--- src/rtl/reg_file.sv ---
// PT1 register file: 1 write port, 2 combinational bypassed read ports, r0 hardwired to zero.
// Debug dump streams every register in address order. Beats are registered, and a beat holds while dump_ready is low.
module reg_file #(
  parameter  int WIDTH  = 8,
  parameter  int DEPTH  = 8,
  localparam int ADDR_W = $clog2(DEPTH)
) (
  input  logic              clk,
  input  logic              rst_n,
  input  logic              we,
  input  logic [ADDR_W-1:0] waddr,
  input  logic [WIDTH-1:0]  wdata,
  input  logic [ADDR_W-1:0] raddr_a,
  output logic [WIDTH-1:0]  rdata_a,
  input  logic [ADDR_W-1:0] raddr_b,
  output logic [WIDTH-1:0]  rdata_b,
  input  logic              dump_start,
  output logic              dump_busy,
  output logic              dump_valid,
  input  logic              dump_ready,
  output logic [ADDR_W-1:0] dump_addr,
  output logic [WIDTH-1:0]  dump_data
);

  localparam logic [0:0] IDLE = 1'b0;
  localparam logic [0:0] SEND = 1'b1;

  logic [WIDTH-1:0]  regs [DEPTH];
  logic [0:0]        state;
  logic [ADDR_W-1:0] next_addr;
  logic [WIDTH-1:0]  next_data;
  logic              dump_last;
  logic              beat_acc;

  always_ff @(posedge clk or negedge rst_n) begin
    if (!rst_n) begin
      for (int i = 0; i < DEPTH; i++) regs[i] <= '0;
    end else if (we && waddr != '0) begin
      regs[waddr] <= wdata;
    end
  end

  always_comb begin
    rdata_a = regs[raddr_a];
    if (raddr_a == '0)                rdata_a = '0;
    else if (we && waddr == raddr_a)  rdata_a = wdata;
  end

  always_comb begin
    rdata_b = regs[raddr_b];
    if (raddr_b == '0)                rdata_b = '0;
    else if (we && waddr == raddr_b)  rdata_b = wdata;
  end

  // next_addr is never 0 when it is used, so only the write bypass matters here
  assign next_addr = dump_addr + ADDR_W'(1);
  assign next_data = (we && waddr == next_addr) ? wdata : regs[next_addr];
  assign dump_last = (dump_addr == ADDR_W'(DEPTH - 1));
  assign dump_valid = (state == SEND);
  assign dump_busy  = (state == SEND);
  assign beat_acc   = dump_valid && dump_ready;

  always_ff @(posedge clk or negedge rst_n) begin
    if (!rst_n) begin
      state     <= IDLE;
      dump_addr <= '0;
      dump_data <= '0;
    end else begin
      case (state)
        IDLE: begin
          if (dump_start) begin
            state     <= SEND;
            dump_addr <= '0;
            dump_data <= '0;
          end
        end
        SEND: begin
          if (beat_acc) begin
            if (dump_last) begin
              state <= IDLE;
            end else begin
              dump_addr <= next_addr;
              dump_data <= next_data;
            end
          end
        end
        default: state <= IDLE;
      endcase
    end
  end

endmodule
--- config.mk ---
export PLATFORM = sky130hd
export DESIGN_NAME = reg_file
export DESIGN_NICKNAME = d
export VERILOG_FILES = /design/src/rtl/reg_file.sv
export SDC_FILE = /design/constraint.sdc
export NUM_CORES = 1
export LEC_CHECK = 0
export BUFFER_PORTS_ARGS = -buffer_cell sky130_fd_sc_hd__buf_2
export CAP_MARGIN = 0
export CORE_UTILIZATION = 23
export DETAILED_ROUTE_END_ITERATION = 8
export HOLD_SLACK_MARGIN = 0.15
export REMOVE_ABC_BUFFERS = 1
export SYNTH_ARGS = -nofsm -noshare
export SYNTH_HDL_FRONTEND = slang
export SYNTH_SLANG_ARGS = --single-unit
--- constraint.sdc ---
create_clock -name clk -period 2.65 [get_ports clk]
set_clock_uncertainty 0.05 [all_clocks]
set_input_delay 0.53 -clock clk [delete_from_list [all_inputs] [get_ports clk]]
set_output_delay 0.53 -clock clk [all_outputs]
set_load 0.02 [all_outputs]
==> results_dict.tcl <==
set metrics [dict create \
    finalSetupViolCount 0 \
    die_w_um 146 \
    r2r.worst_path.cells 6 \
    start_kind "input port" \
    drt_iter0_markers 222 \
    path_class "input port to output pin" \
    numCtsBuffers 9 \
    cts_root_buffer "clkbuf_16" \
    max_freq_ghz 0.385 \
    crit_end "rdata_a[4]" \
    r2r-start "dump_addr[1]" \
    min_period_ns 2.60 \
    io_buffers 50 \
    ir_drop_mv 0.388 \
    syn2layout_area_growth_pct 17.7 \
    drive_gt1_frac 0.490 \
    syn_area_per_cell_um2 14.6 \
    cap_violations 0 \
    first_global_vias 3368 \
    htree_levels 3 \
    leakagePower_nw 2.39 \
    clk_latency_ns 0.34 \
    num_vias 3230 \
    first_pass_iters 4 \
    worstMarginPinSlew_ns 1.17 \
    cts.clk_slew.worst_paths_ns 0.06 \
    fin_ws_ns 0.0524 \
    track_usage 0.133 \
    p_per_area_nw_per_um2 903 \
    min_path_type "input port to flop" \
    critPathRequiredTime_ns 2.07 \
    fin_nets 401 \
    io_pins 51 \
    ctsHoldBuffers 1 \
    r2r_end "dump_data[6]" \
    syn-instance-count 329 \
    timing.final.hold_violations 0 \
    cts_setup_buffers 0 \
    crit_start "raddr_a[1]" \
    wl_per_cell_um 20.4 \
    status "completed" \
    cts.repair.resized 0 \
    routed_wl_um 13300 \
    dp_slack_ns 0.0498 \
    maxSlewHeadroom 0.219 \
    timing.final.crit_share 0.980 \
    dp.cells 635 \
    gp_congestion 0.838 \
    antenna_found_initial 2 \
    rows 52 \
    critPathMaxFanout 10 \
    grt_pass1_wl_um 21100 \
    cts_max_path_buffers 2 \
    die_h_um 146 \
    setup_tns_ns 0 \
    gr-total-overflow 0 \
    yosysWarnings 0 \
    dp_hpwl_um 9300 \
    utilization 0.277 \
    rsz0062_at_grt "false" \
    ant_nets 0 \
    dieArea_um2 21400 \
    slew_violations 0 \
    layout.cells.non_filler 653 \
    synth-seq-cells 76 \
    clock-sinks 76 \
    crit_path_end_kind "output pin" \
    viasPerCell 4.95 \
    seq_area_frac_synth 0.396 \
    worstPathArrival_ns 2.02 \
    reg2reg_slack_ns 0.29 \
    grt_max_degree 43 \
    drc 0 \
    synth_area_um2 4800 \
    ys_types 33 \
    cts_tree "done" \
    core-area_um2 20400 \
    initial_core_util 0.236 \
]
-- metal layers --
metal | global-route usage | routed length (um) | up-vias | part of all wire
met5 | 0 | 13 | - | 0.00097
met4 | 0.0542 | 323 | 2 | 0.024
met3 | 0.0334 | 742 | 23 | 0.056
met2 | 0.214 | 6500 | 114 | 0.49
met1 | 0.170 | 5750 | 1693 | 0.43
li1 | - | - | 1398 | -
-- synthesized netlist by cell type --
| library cell | number | area share |
|---|---|---|
| nand2_1 | 2 | 0.0016 |
| inv_1 | 1 | 0.00078 |
| clkbuf_1 | 14 | 0.011 |
| a22oi_1 | 8 | 0.013 |
| and4bb_2 | 2 | 0.0052 |
| nand4_1 | 2 | 0.0026 |
| a21oi_1 | 1 | 0.0010 |
| a22o_1 | 2 | 0.0037 |
| mux4_1 | 16 | 0.088 |
| nor3_4 | 1 | 0.0034 |
| mux4_2 | 32 | 0.15 |
| nor3_1 | 2 | 0.0021 |
| o21ai_0 | 1 | 0.0010 |
| buf_12 | 3 | 0.013 |
| a211oi_1 | 16 | 0.025 |
| buf_1 | 2 | 0.0016 |
| buf_6 | 9 | 0.021 |
| dfrtp_1 | 76 | 0.40 |
| nand4_2 | 2 | 0.0052 |
| nand4b_1 | 3 | 0.0055 |
| and4b_1 | 1 | 0.0021 |
| nor2_1 | 17 | 0.013 |
| mux2_2 | 57 | 0.13 |
| buf_4 | 5 | 0.0078 |
| xnor2_1 | 8 | 0.015 |
| xor2_1 | 1 | 0.0018 |
| buf_2 | 9 | 0.0094 |
| ha_1 | 2 | 0.0052 |
| mux2i_1 | 24 | 0.050 |
| and4_1 | 1 | 0.0018 |
| and3b_1 | 1 | 0.0018 |
| a31oi_1 | 1 | 0.0013 |
| o21ai_1 | 7 | 0.0073 |
-- kinds of logic (layout without fill, tap and decap cells) --
group | Yosys count | after routing | synth area share
simple gates | 34 | 34 | 0.0446
buf+inv | 43 | 96 | 0.0641
xor+xnor | 9 | 9 | 0.0164
compound gates | 36 | 36 | 0.0519
flops | 76 | 76 | 0.396
fa+ha+maj | 2 | 2 | 0.00521
other cells | 0 | 1 | 0
mux | 129 | 129 | 0.422
-- state kept, by name (all words and copies together) (netlist names) --
name	cells
dump_addr	3
regs	64
dump_data	8
dump_busy	1
-- worst min path at each step --
stage | to | slack [ns] | depth (start not counted) | startpoint
after floorplan | dump_addr[0] | 0.18 | 0 | rst_n
after global placement | regs[56] | 0.35 | 0 | regs[56]
after detailed placement | regs[60] | 0.35 | 0 | regs[60]
after CTS | dump_busy | 0.34 | 2 | dump_ready
after global routing | dump_busy | 0.37 | 2 | dump_ready
final | dump_busy | 0.35 | 2 | dump_ready
-- power breakdown --
part           switching [W]  internal (W)
logic                0.00104       0.00112
clock network       0.000466      0.000777
registers           0.000261       0.00143
total                0.00177       0.00333
-- cells in the final DEF (no fill, tap or decap), types with 9 or more instances in the layout --
cell / n
dfrtp_1: 76
mux2_2: 57
buf_2: 49
mux4_2: 32
buf_4: 26
mux2i_1: 24
nor2_1: 17
a211oi_1: 16
mux4_1: 16
clkbuf_16: 9
-- metrics by stage --
stage | hold WS (ns) | power, W | cell area, um2
6_report | 0.348 | 0.00510 | 5650
3_3_place_gp | 0.348 | 0.00383 | 5330
2_1_floorplan | 0.184 | 0.00315 | 4500
5_1_grt | 0.367 | 0.00539 | 5650
3_5_place_dp | 0.354 | 0.00388 | 5330
4_1_cts | 0.342 | 0.00514 | 5650
-- final cells by class --
class,instances,area [um2]
clock buffers,12,256
fillers,2066,14700
repair buffers,79,510
multi-input cells,210,2590
inverters,1,3.75
clock inverters,4,47.5
flip-flops and latches,76,1900
well taps,270,338
diodes,1,2.50
-- worst max-delay path, stage by stage --
cell	delay, ns
buf_2	0.22
buf_12	0.19
mux4_1	0.56
mux2i_1	0.22
a211oi_1	0.11
buf_2	0.17
Note: power is estimated with default switching activity, not from simulation.
